**src/rtl/uart_tx_top_ctl_pkg.sv**
```systemverilog
// Shared UART TX definitions: FSM encodings, frame constants and frame-size helper.
package uart_tx_top_ctl_pkg;

  typedef enum logic [2:0] {
    ST_IDLE = 3'd0,
    ST_REQ  = 3'd1,
    ST_WAIT = 3'd2,
    ST_LOAD = 3'd3,
    ST_SEND = 3'd4,
    ST_DONE = 3'd5
  } tx_state_e;

  localparam int   UART_DATA_BITS   = 8;
  localparam int   DEFAULT_BAUD_DIV = 5208;
  localparam logic START_BIT_LVL    = 1'b0;
  localparam logic STOP_BIT_LVL     = 1'b1;

  // Bits in one frame including the start bit.
  function automatic int frame_bits(input int stop_bits);
    return 1 + UART_DATA_BITS + stop_bits;
  endfunction

endpackage

```
**src/rtl/uart_tx_top_ctl_if.sv**
```systemverilog
// TX FIFO read port: the transmitter is the master issuing read strobes.
interface uart_tx_top_ctl_if;
  import uart_tx_top_ctl_pkg::*;

  logic                      Empty_Sig;
  logic                      Read_Req_Sig;
  logic [UART_DATA_BITS-1:0] FIFO_Read_Data;

  modport master (output Read_Req_Sig, input Empty_Sig, input FIFO_Read_Data);
  modport slave  (input Read_Req_Sig, output Empty_Sig, output FIFO_Read_Data);
endinterface

```
**src/rtl/uart_tx_top_ctl_shifter.sv**
```systemverilog
// Baud-timed frame serialiser: start bit, 8 data bits LSB first, STOP_BITS stop bits.
module uart_tx_top_ctl_shifter
  import uart_tx_top_ctl_pkg::*;
#(
  parameter int BAUD_DIV  = DEFAULT_BAUD_DIV,
  parameter int STOP_BITS = 1
) (
  input  logic                      CLK,
  input  logic                      RST,
  input  logic                      Start_Sig,
  input  logic [UART_DATA_BITS-1:0] Data,
  output logic                      Pin_Out,
  output logic                      Done_Sig
);

  localparam int               FRAME_BITS = frame_bits(STOP_BITS);
  localparam int               CNT_W      = (BAUD_DIV > 1) ? $clog2(BAUD_DIV) : 1;
  localparam logic [CNT_W-1:0] CNT_LAST   = CNT_W'(BAUD_DIV - 1);
  localparam logic [3:0]       IDX_LAST   = 4'(FRAME_BITS - 1);

  logic                  active_q;
  logic [CNT_W-1:0]      baud_cnt_q;
  logic [3:0]            bit_idx_q;
  logic [FRAME_BITS-2:0] shift_q;   // bits still to go out after the start bit
  logic                  pin_q;
  logic                  bit_end;

  assign bit_end  = active_q && (baud_cnt_q == CNT_LAST);
  // Combinational so the controller leaves SEND in the last stop-bit cycle.
  assign Done_Sig = bit_end && (bit_idx_q == IDX_LAST);
  assign Pin_Out  = pin_q;

  // NOTE: sequential state uses <= so every flop samples pre-edge values.
  always_ff @(posedge CLK or posedge RST) begin
    if (RST) begin
      active_q   <= 1'b0;
      baud_cnt_q <= '0;
      bit_idx_q  <= '0;
      shift_q    <= '0;
      pin_q      <= STOP_BIT_LVL;
    end else if (Start_Sig) begin
      active_q   <= 1'b1;
      baud_cnt_q <= '0;
      bit_idx_q  <= '0;
      shift_q    <= {{STOP_BITS{STOP_BIT_LVL}}, Data};
      pin_q      <= START_BIT_LVL;
    end else if (active_q) begin
      if (bit_end) begin
        baud_cnt_q <= '0;
        if (bit_idx_q == IDX_LAST) begin
          active_q <= 1'b0;
          pin_q    <= STOP_BIT_LVL;
        end else begin
          bit_idx_q <= bit_idx_q + 4'd1;
          pin_q     <= shift_q[0];
          shift_q   <= {STOP_BIT_LVL, shift_q[FRAME_BITS-2:1]};
        end
      end else begin
        baud_cnt_q <= baud_cnt_q + 1'b1;
      end
    end
  end

endmodule

```
**src/rtl/uart_tx_top_ctl.sv**
```systemverilog
// UART transmit controller: drains the TX FIFO one byte per frame and drives the shifter.
module uart_tx_top_ctl
  import uart_tx_top_ctl_pkg::*;
#(
  parameter int BAUD_DIV  = DEFAULT_BAUD_DIV,
  parameter int STOP_BITS = 1
) (
  input  logic              CLK,
  input  logic              RST,
  input  logic              TX_En_Sig,
  uart_tx_top_ctl_if.master fifo,
  output logic              TX_Pin_Out,
  output logic              TX_Busy_Sig,
  output logic              TX_Done_Sig
);

  tx_state_e state_q, state_d;
  logic      read_req_q;
  logic      busy_q;
  logic      done_q;
  logic      shift_start;
  logic      shift_done;

  // NOTE: state_d gets a default before the case so no path can infer a latch.
  always_comb begin
    state_d = state_q;
    case (state_q)
      ST_IDLE: if (TX_En_Sig && !fifo.Empty_Sig) state_d = ST_REQ;
      ST_REQ:  state_d = ST_WAIT;
      ST_WAIT: state_d = ST_LOAD;  // registered FIFO: data valid this cycle
      ST_LOAD: state_d = ST_SEND;
      ST_SEND: if (shift_done) state_d = ST_DONE;
      ST_DONE: state_d = ST_IDLE;
      default: state_d = ST_IDLE;
    endcase
  end

  // Outputs are decoded from the next state so they are registered yet aligned with it.
  always_ff @(posedge CLK or posedge RST) begin
    if (RST) begin
      state_q    <= ST_IDLE;
      read_req_q <= 1'b0;
      busy_q     <= 1'b0;
      done_q     <= 1'b0;
    end else begin
      state_q    <= state_d;
      read_req_q <= (state_d == ST_REQ);
      busy_q     <= (state_d != ST_IDLE);
      done_q     <= (state_d == ST_DONE);
    end
  end

  assign shift_start       = (state_q == ST_LOAD);
  assign fifo.Read_Req_Sig = read_req_q;
  assign TX_Busy_Sig       = busy_q;
  assign TX_Done_Sig       = done_q;

  uart_tx_top_ctl_shifter #(
    .BAUD_DIV  (BAUD_DIV),
    .STOP_BITS (STOP_BITS)
  ) u_shifter (
    .CLK       (CLK),
    .RST       (RST),
    .Start_Sig (shift_start),
    .Data      (fifo.FIFO_Read_Data),
    .Pin_Out   (TX_Pin_Out),
    .Done_Sig  (shift_done)
  );

endmodule

```
**src/flat_wrapper.sv**
```systemverilog
// flat-port wrapper written by rule: the top's interface ports become plain ports
module uart_tx_top_ctl_flat import uart_tx_top_ctl_pkg::*;
#(
  parameter int BAUD_DIV  = DEFAULT_BAUD_DIV,
  parameter int STOP_BITS = 1
)
  (CLK, RST, TX_En_Sig, TX_Pin_Out, TX_Busy_Sig, TX_Done_Sig, fifo_Read_Req_Sig, fifo_Empty_Sig, fifo_FIFO_Read_Data);
  uart_tx_top_ctl_if fifo_i ();
  input  logic CLK;
  input  logic RST;
  input  logic TX_En_Sig;
  output logic TX_Pin_Out;
  output logic TX_Busy_Sig;
  output logic TX_Done_Sig;
  output wire logic [$bits(fifo_i.Read_Req_Sig)-1:0] fifo_Read_Req_Sig;
  input wire logic [$bits(fifo_i.Empty_Sig)-1:0] fifo_Empty_Sig;
  input wire logic [$bits(fifo_i.FIFO_Read_Data)-1:0] fifo_FIFO_Read_Data;
  assign fifo_Read_Req_Sig = fifo_i.Read_Req_Sig;
  assign fifo_i.Empty_Sig = fifo_Empty_Sig;
  assign fifo_i.FIFO_Read_Data = fifo_FIFO_Read_Data;
  uart_tx_top_ctl #(.BAUD_DIV(BAUD_DIV), .STOP_BITS(STOP_BITS)) u_core (.CLK(CLK), .RST(RST), .TX_En_Sig(TX_En_Sig), .fifo(fifo_i), .TX_Pin_Out(TX_Pin_Out), .TX_Busy_Sig(TX_Busy_Sig), .TX_Done_Sig(TX_Done_Sig));
endmodule
```
**config.mk**
```make
export PLATFORM = sky130hd
export DESIGN_NAME = uart_tx_top_ctl_flat
export DESIGN_NICKNAME = d
export VERILOG_FILES = /design/src/rtl/uart_tx_top_ctl_pkg.sv /design/src/rtl/uart_tx_top_ctl_if.sv /design/src/rtl/uart_tx_top_ctl_shifter.sv /design/src/rtl/uart_tx_top_ctl.sv /design/src/flat_wrapper.sv
export SDC_FILE = /design/constraint.sdc
export NUM_CORES = 1
export LEC_CHECK = 0
export BUFFER_PORTS_ARGS = -buffer_cell sky130_fd_sc_hd__buf_2
export CORE_MARGIN = 1.5
export CORE_UTILIZATION = 30
export CTS_CLUSTER_DIAMETER = 30
export DETAILED_ROUTE_END_ITERATION = 8
export SLEW_MARGIN = 10
export SYNTH_ARGS = -nofsm -noshare
export SYNTH_HDL_FRONTEND = slang
export SYNTH_SLANG_ARGS = --single-unit
export TNS_END_PERCENT = 20
```
**constraint.sdc**
```tcl
create_clock -name CLK -period 4.2 [get_ports CLK]
set_input_delay 0.63 -clock CLK [delete_from_list [all_inputs] [get_ports CLK]]
set_output_delay 0.63 -clock CLK [all_outputs]
set_load 0.005 [all_outputs]
```
# Yosys cells after proc, flatten, opt, wreduce, memory -nomap -nowiden
# Cells that the tools add are included.
classes:
  eq_ne: 9
  n_addsub: 2
  n_reduce_logical: 10
  n_mux: 22
op_table:
  columns: ["op", "count"]
  rows:
  - ["two-way mux 13 bit", 3]
  - ["two-way mux 9 bit", 4]
  - ["two-way mux 4 bit", 4]
  - ["case mux 3 bit (5 select lines)", 1]
  - ["adder 13 x 1 -> 13 bit (second input constant)", 1]
  - ["equality test 13 bit (second input constant)", 1]
  - ["two-way mux 1 bit", 8]
  - ["equality test 3 x 1 -> 1 bit (second input constant)", 2]
  - ["equality test 3 x 2 -> 1 bit (second input constant)", 2]
  - ["equality test 3 bit (second input constant)", 2]
  - ["two-way mux 3 bit", 2]
  - ["adder 4 x 1 -> 4 bit (second input constant)", 1]
  - ["equality test 4 bit (second input constant)", 1]
  - ["nonzero test 2 bit", 2]
  - ["logical AND 1 bit", 3]
  - ["zero test 3 bit", 1]
  - ["AND reduction 3 bit", 1]
  - ["nonzero test 3 bit", 1]
  - ["inequality test 2 x 1 -> 1 bit (second input constant)", 1]
  - ["AND reduction 2 bit", 1]
  - ["zero test 1 bit", 1]
word_totals:
  in_bits: 12
  out_inout_bits: 4
  reg_bits: 34
  word_cells: 52

# Depth between registers and ports, before layout
# Gate-level depths: netlist (run 1).
logic_depth:
  ltp_word: 6
  depth_mapped: 7
  mapped_depth_nobuf: 6

# Modules after synthesis
# Synthesis (run 1) repeated with hierarchy kept, for this count alone.
hier_totals:
  cells_unflattened: 180
  hier_area_um2: 1720.4
by_module_without_submodules:
  columns: ["mod", "instances", "area_per_inst_um2", "seq_area_each_um2", "cells_each"]
  rows:
  - ["uart_tx_top_ctl_shifter", 1, 1471.4, 701.9, 158]
  - ["uart_tx_top_ctl", 1, 249.0, 150.1, 22]

# Worst setup path before layout (run 1)
# Ideal clock, no wire load.
synth_path:
  path_kind: "register -> register"
  start: "register u_core.u_shifter.baud_cnt_q[0]"
  end: "register u_core.u_shifter.bit_idx_q[1]"
  slack_ps: 2620
  arrival_ps: 1502
  required_ps: 4122
  path_stages_with_launch: 7
  period_less_slack_ps: 1580
  path_buffers: 1
  setup_ps: 78
  cell_sequence: "dfrtp_1 -> ha_1 -> and3_1 -> nand4_1 -> buf_2 -> or3_1 -> a21oi_1"
synth_via:
  elab_chain_len: 4
synth_rtl:
  columns: ["element", "line", "source"]
  rows:
  - ["from (decl)", "uart_tx_top_ctl_shifter.sv:22", "logic [CNT_W-1:0] baud_cnt_q;"]
  - ["from (signal assigned)", "uart_tx_top_ctl_shifter.sv:59", "baud_cnt_q <= baud_cnt_q + 1'b1;"]
  - ["equality test 13 bit", "uart_tx_top_ctl_shifter.sv:28", "assign bit_end = active_q && (baud_cnt_q == CNT_LAST);"]
  - ["logical AND 1 bit", "uart_tx_top_ctl_shifter.sv:28", null]
  - ["nonzero test 2 bit (no source line)", null, null]
  - ["AND reduction 3 bit (no source line)", null, null]
  - ["to (signal assigned)", "uart_tx_top_ctl_shifter.sv:54", "bit_idx_q <= bit_idx_q + 4'd1;"]
  - ["to (decl)", "uart_tx_top_ctl_shifter.sv:23", "logic [3:0] bit_idx_q;"]
# No other way between the ends.
# A chain may end at the register's enable or synchronous reset.

# Final worst setup path (run 1)
layout_path:
  start: "register u_core.u_shifter.baud_cnt_q[0]"
  end: "register u_core.u_shifter.bit_idx_q[2]"
# Same word-level chain as after synthesis.

==> flow_summary.yaml, run 1 <==
synthesis:
  synth_top_area_share_pct: 49.8
  seq_area_frac_synth_pct: 51.4
  synth.avg_cell_area_sq_um: 9.48
  synth_most_common_cell: "dfrtp_1"
  synthesis.area_sq_um: 1660
  synth_flop_cell: "dfrtp_1"
  synth_adder_area_share_pct: 2.26
  synth_compound_area_share_pct: 15.5
  synth_top_family_by_area: "simple AND/OR/NAND/NOR gates"
  synth_nets: 190
  yosys.area.top_type: "dfrtp_1"
  synthCells: 175
  post_synth_and_or_nand_nor_area_fraction_pct: 22.5
  synth_area_leaders: "dfrtp_1, nor2_1, a21oi_1"
  yosys_register_bits: 34
  yosysUniqueCellTypes: 33
  ys.warnings.count: 0
  synth.cells.most_frequent: "dfrtp_1, nor2_1, a21oi_1, o21ai_0, a31oi_1"
  synth_xor_area_share_pct: 4.75
  yosys-mux-area-fraction_pct: 0.603
  synth_async_sr_flop_share_pct: 100
  synth_edf_count: 0
layout:
  multi_input_area_sq_um: 757
  seq_area_sq_um: 852
  diodes: 0
  drive_above_1_share_pct: 13.7
  syn_to_final_growth_pct: 13.4
  final_area_sq_um: 1880
  fill_cells: 547
  nNetsFinal: 204
worst_hold_path:
  worst_hold_path_type: "in -> async"
power:
  p_leak_uw: 0.000802
  p_per_area_nw_per_um2: 319
  clockPowerShare_pct: 41.7
  power.share.switching_pct: 21.6
  internal_power_uw: 470
  p_comb_share_pct: 2.7
  p_seq_share_pct: 55.6
  peakVddDrop_mv: 0.207
  p_switching_uw: 129
timing:
  rsz0062_at_grt: "no"
  fin_crit_ns: 2.48
  whs_ns: 0.421
  finalClockSkew_ns: 0.00710
  tns_ns: 0
  finalSetupViolCount: 0
  period_share_pct: 59.0
  slew_headroom_pct: 40.9
  max_freq_mhz: 404
  hold_viol_final: 0
  drv_slew: 0
  tightestPinTransition_ns: 0.886
drt:
  wl_met1_um: 1670
  via_per_inst: 5.00
  highest_layer: "met4"
  drc: 0
  vias: 1300
  wirelength_um: 3260
  postRouteAntennaNets: 0
  first_iter_violations: 77
  post_drt_wl_per_cell_um: 12.5
  drtPass1Iterations: 3
  route.met3.wl_um: 83
  routed-wl-met2_um: 1420
clock_tree:
  numCtsBuffers: 5
  cts_hold_buf: 0
  htreeDepth: 2
  cts_resized: 0
  numClockSinks: 34
  cts_tree: "yes"
  post-cts-setup-buffers: 0
  clk_latency_ns: 0.29
  clock_path_buffers: 2
  cts.clk_slew.worst_paths_ns: 0.07
  cts-root-buf: "clkbuf_8"
placed_design:
  gp_congestion: 0.793
  dp_hpwl_um: 2120
  port_buffers: 15
  place_area_sq_um: 1790
global_route:
  grt_pass1_wl_um: 5710
  grt_max_degree: 35
  grt_pass1_vias: 1239
  overflow: 0
  gr-usage-all-layers_pct: 12.2
  antenna_found_initial: 0
floorplan:
  rows: 26
  start_util_pct: 31.9
  die_height_um: 77.4
  die_w_um: 77.4
  core_region_area_sq_um: 5200
  dieArea_sq_um: 5990
  io_pins: 16
worst_setup_path:
  worst_path_largest_cell_delay_ns: 0.71
  crit_required_ns: 4.39
  path_buf_inv: 0
  critical_path_arrival_ns: 2.67
  path_cells: "ha_1 -> and3_1 -> nand4_1 -> or4_1 -> a21oi_1"
  setup.worst_path.class: "reg -> reg"
  crit_path_max_fanout: 22
  start_kind: "register"
  cp_top_family: "simple AND/OR/NAND/NOR gates"
  crit_slowest_cell: "or4_1"
  critPathCaptureType: "register"
outcome:
  status: "completed"
run:
  cap_viol_max_count: 0
==> metal layers <==
metal,vias to the layer above,global-route usage [%]
li1,654,-
met1,623,16.0
met2,16,18.5
met3,7,2.94
met4,0,6.55
met5,-,0
==> flip-flops by register name (all words and copies together) (netlist names) <==
signal / cells
u_core.TX_Busy_Sig: 1
u_core.state_q: 3
u_core.TX_Done_Sig: 1
u_core.fifo.Read_Req_Sig: 1
u_core.u_shifter.baud_cnt_q: 13
u_core.u_shifter.shift_q: 9
u_core.u_shifter.bit_idx_q: 4
u_core.u_shifter.Pin_Out: 1
u_core.u_shifter.active_q: 1
==> final timing paths <==
kind	from	endpoint	slack (ns)	cells past startpoint
max reg2reg	u_core.u_shifter.baud_cnt_q[0]	u_core.u_shifter.bit_idx_q[2]	1.72	5
min in group CLK	u_core.u_shifter.shift_q[8]	u_core.u_shifter.shift_q[8]	0.49	2
min	RST	u_core.TX_Busy_Sig	0.42	3
min reg2reg	u_core.u_shifter.shift_q[8]	u_core.u_shifter.shift_q[8]	0.49	2
max in group asynchronous	RST	u_core.u_shifter.Pin_Out	3.44	3
max	u_core.u_shifter.baud_cnt_q[0]	u_core.u_shifter.bit_idx_q[2]	1.72	5
==> power groups by stage <==
stage	sequential [uW]	clock (uW)	combinational (uW)
after floorplan	339	0	8.86
after global placement	339	0	16.9
after detailed placement	339	0	17.1
after CTS	333	258	17.1
after global routing	334	271	19.2
final	333	250	16.1
==> tightest hold or removal path, cell delays in order <==
cell	delay [ns]
buf_2	0.09
inv_1	0.04
buf_4	0.37
==> final cells by class <==
cell class                 count  share of cell area [%]
inverter                       3                   0.598
timing repair buffer          16                    4.39
tap                           70                    4.65
multi-input combinational    129                    40.2
clock inverter                 1                   0.266
clock buffer                   7                    4.59
sequential                    34                    45.3
==> cell families (layout without fill, tap and decap cells) <==
kind of cell	Yosys count	count (layout)
AND/OR/NAND/NOR	70	70
AO/OA/AOI/OAI	46	46
flip-flops	34	34
buffers and inverters	12	27
XOR/XNOR	9	9
adder cells (fa/ha/maj)	3	3
multiplexers	1	1
==> layout by cell type (no fill, tap or decap), drive strengths merged <==
cell type  netlist  routed
dfrtp           33      33
nor2            25      25
o21ai           16      16
a21oi           16      16
buf              5      16
a31oi            9       9
nand2            8       8
xor2             7       7
clkbuf           4       7
nand4            5       5
or3              5       5
nand3b           4       4
nand3            4       4
nor3             4       4
and3             3       3
inv              3       3
nand2b           3       3
ha               3       3
and3b            2       2
and4             2       2
o211ai           2       2
xnor2            2       2
and4bb           2       2
o2111ai          1       1
or2              1       1
nor2b            1       1
o32ai            1       1
mux2i            1       1
a21o             1       1
or4              1       1
clkinv           0       1
dfstp            1       1
==> through the flow <==
| step | setup WS, ns | utilization, % | total power [uW] | std cells |
|---|---|---|---|---|
| finish | 1.72 | 36.2 | 599 | 260 |
| global route | 1.54 | 36.2 | 624 | 260 |
| CTS | 1.71 | 36.2 | 608 | 260 |
| detailed placement | 1.80 | 34.4 | 356 | 252 |
| global placement | 1.85 | 34.4 | 356 | 252 |
| floorplan | 2.62 | - | 348 | 175 |
(Power assumes the default switching activity.)
==> run 2, diff against run 1 <==
- clock period: 4.2 -> 2.4 ns (I/O delays scaled with it)
==> run 2 against run 1 <==
Net effect:
- design area up 2.0%
- power up 74%
- first-iteration DRC count grew 1.3%
- fmax increased by 22%
- clock power grew 73%
- sequential power rose by 75%
- sequential share of layout area fell by 0.89 points
- final cell count increased by 1.9%
- critical path type unchanged
- largest cell class unchanged
- highest routed layer unchanged
==> flow_summary.yaml, run 2 (same netlist as run 1, synthesis figures left out) <==
power:
  p_seq_share_pct: 55.8
  peakVddDrop_mv: 0.238
  p_comb_share_pct: 2.7
  clockPowerShare_pct: 41.4
  p_per_area_nw_per_um2: 544
  internal_power_uw: 823
  p_switching_uw: 222
  p_leak_uw: 0.000825
  power.share.switching_pct: 21.3
timing:
  hold_viol_final: 0
  tightestPinTransition_ns: 0.429
  period_share_pct: 84.7
  finalClockSkew_ns: 0.00291
  drv_slew: 0
  setup_ws_ns: 0.368
  max_freq_mhz: 492
  finalSetupViolCount: 0
  tns_ns: 0
  slew_headroom_pct: 71.3
  rsz0062_at_grt: "no"
  fin_crit_ns: 2.03
clock_tree:
  htreeDepth: 2
  cts-root-buf: "clkbuf_8"
  cts_tree: "yes"
  cts.clk_slew.worst_paths_ns: 0.07
  cts_resized: 0
  numCtsBuffers: 5
  numClockSinks: 34
  cts_hold_buf: 0
  post-cts-setup-buffers: 0
  clk_latency_ns: 0.28
  clock_path_buffers: 2
floorplan:
  dieArea_sq_um: 5990
  start_util_pct: 31.9
  die_height_um: 77.4
  rows: 26
  core_region_area_sq_um: 5200
  die_w_um: 77.4
  io_pins: 16
worst_setup_path:
  worstRegToRegCells: 5
  setup.worst_path.class: "reg -> reg"
  critPathCaptureType: "register"
  r2r_start: "u_core.u_shifter.baud_cnt_q[0]"
  crit_path_max_fanout: 13
  regToRegEndpoint: "u_core.u_shifter.bit_idx_q[2]"
  start_kind: "register"
  crit_required_ns: 2.61
  critical_path_arrival_ns: 2.24
  rrSetupSlack_ns: 0.37
layout:
  syn_to_final_growth_pct: 15.7
  multi_input_area_sq_um: 757
  utilization_pct: 36.9
  largest_registers: "u_core.u_shifter.baud_cnt_q (13), u_core.u_shifter.shift_q (9), u_core.u_shifter.bit_idx_q (4)"
  fill_cells: 554
  layout_commonest_cell: "dfrtp_1"
  seq_area_sq_um: 852
  regMostFlops: "u_core.u_shifter.baud_cnt_q"
  layout_common_cells: "dfrtp_1, nor2_1, o21ai_0, a21oi_1, buf_2"
  nNetsFinal: 209
  largest_reg_flops: 13
  diodes: 0
  drive_above_1_share_pct: 15.9
drt:
  first_iter_violations: 78
  via_per_inst: 5.01
  vias: 1327
  wirelength_um: 3320
  drtPass1Iterations: 4
  post_drt_wl_per_cell_um: 12.5
  drc: 0
  postRouteAntennaNets: 0
placed_design:
  dp_hpwl_um: 2270
  port_buffers: 15
  gp_congestion: 0.813
  place_ws_ns: 0.374
global_route:
  antenna_found_initial: 0
  gr-usage-all-layers_pct: 12.6
  overflow: 0
  grt_max_degree: 35
  grt_pass1_wl_um: 5870
  grt_pass1_vias: 1275
run:
  cap_viol_max_count: 0
outcome:
  status: "completed"
worst_hold_path:
  worst_hold_path_type: "in -> async"
[run 2: metrics by stage]
| stage | std cells | hold WS (ns) | total power [uW] | cell area, sq um |
|---|---|---|---|---|
| after detailed placement | 257 | 0.477 | 624 | 1830 |
| after global placement | 257 | 0.463 | 623 | 1830 |
| after global routing | 265 | 0.182 | 1090 | 1920 |
| after CTS | 265 | 0.167 | 1060 | 1920 |
| final | 265 | 0.156 | 1040 | 1920 |
| after floorplan | 175 | 0.448 | 608 | 1660 |
[run 2: worst max path at each step]
stage	start	end	slack, ns	depth (start not counted)
final	u_core.u_shifter.baud_cnt_q[0]	u_core.u_shifter.bit_idx_q[2]	0.37	5
after global routing	u_core.u_shifter.baud_cnt_q[0]	u_core.u_shifter.bit_idx_q[2]	0.17	5
after CTS	u_core.u_shifter.baud_cnt_q[0]	u_core.u_shifter.bit_idx_q[2]	0.35	5
after detailed placement	u_core.u_shifter.baud_cnt_q[0]	u_core.u_shifter.bit_idx_q[2]	0.37	5
after global placement	u_core.u_shifter.baud_cnt_q[0]	u_core.u_shifter.bit_idx_q[2]	0.43	5
after floorplan	u_core.u_shifter.baud_cnt_q[0]	u_core.u_shifter.bit_idx_q[1]	0.82	6
[run 2: per-layer routing]
layer	wire length [um]	track usage, %	up-vias
met5	0	0	-
met4	90	7.64	0
met3	87	2.82	7
met2	1430	19.0	20
met1	1710	16.4	637
li1	-	-	663
[run 2: worst max-delay path, cell delays in order, from the launching register on]
cell	delay, ns
dfrtp_1	0.39
ha_1	0.22
and3_1	0.23
nand4_1	0.38
or4_1	0.59
a21oi_1	0.15
[run 2: cell type report]
cell class                      instances  share of cell area (%)
Sequential cell                        34                    44.4
Multi-Input combinational cell        129                    39.4
Timing Repair Buffer                   21                    6.26
Tap cell                               70                    4.56
Clock buffer                            7                    4.50
Inverter                                3                   0.587
Clock inverter                          1                   0.261
[run 2: power groups by stage]
stage	combinational [uW]	sequential [uW]	clock, uW
finish	28.4	583	433
detailed placement	29.8	594	0
global route	33.6	584	475
floorplan	15.5	593	0
CTS	29.9	583	447
global placement	29.6	594	0
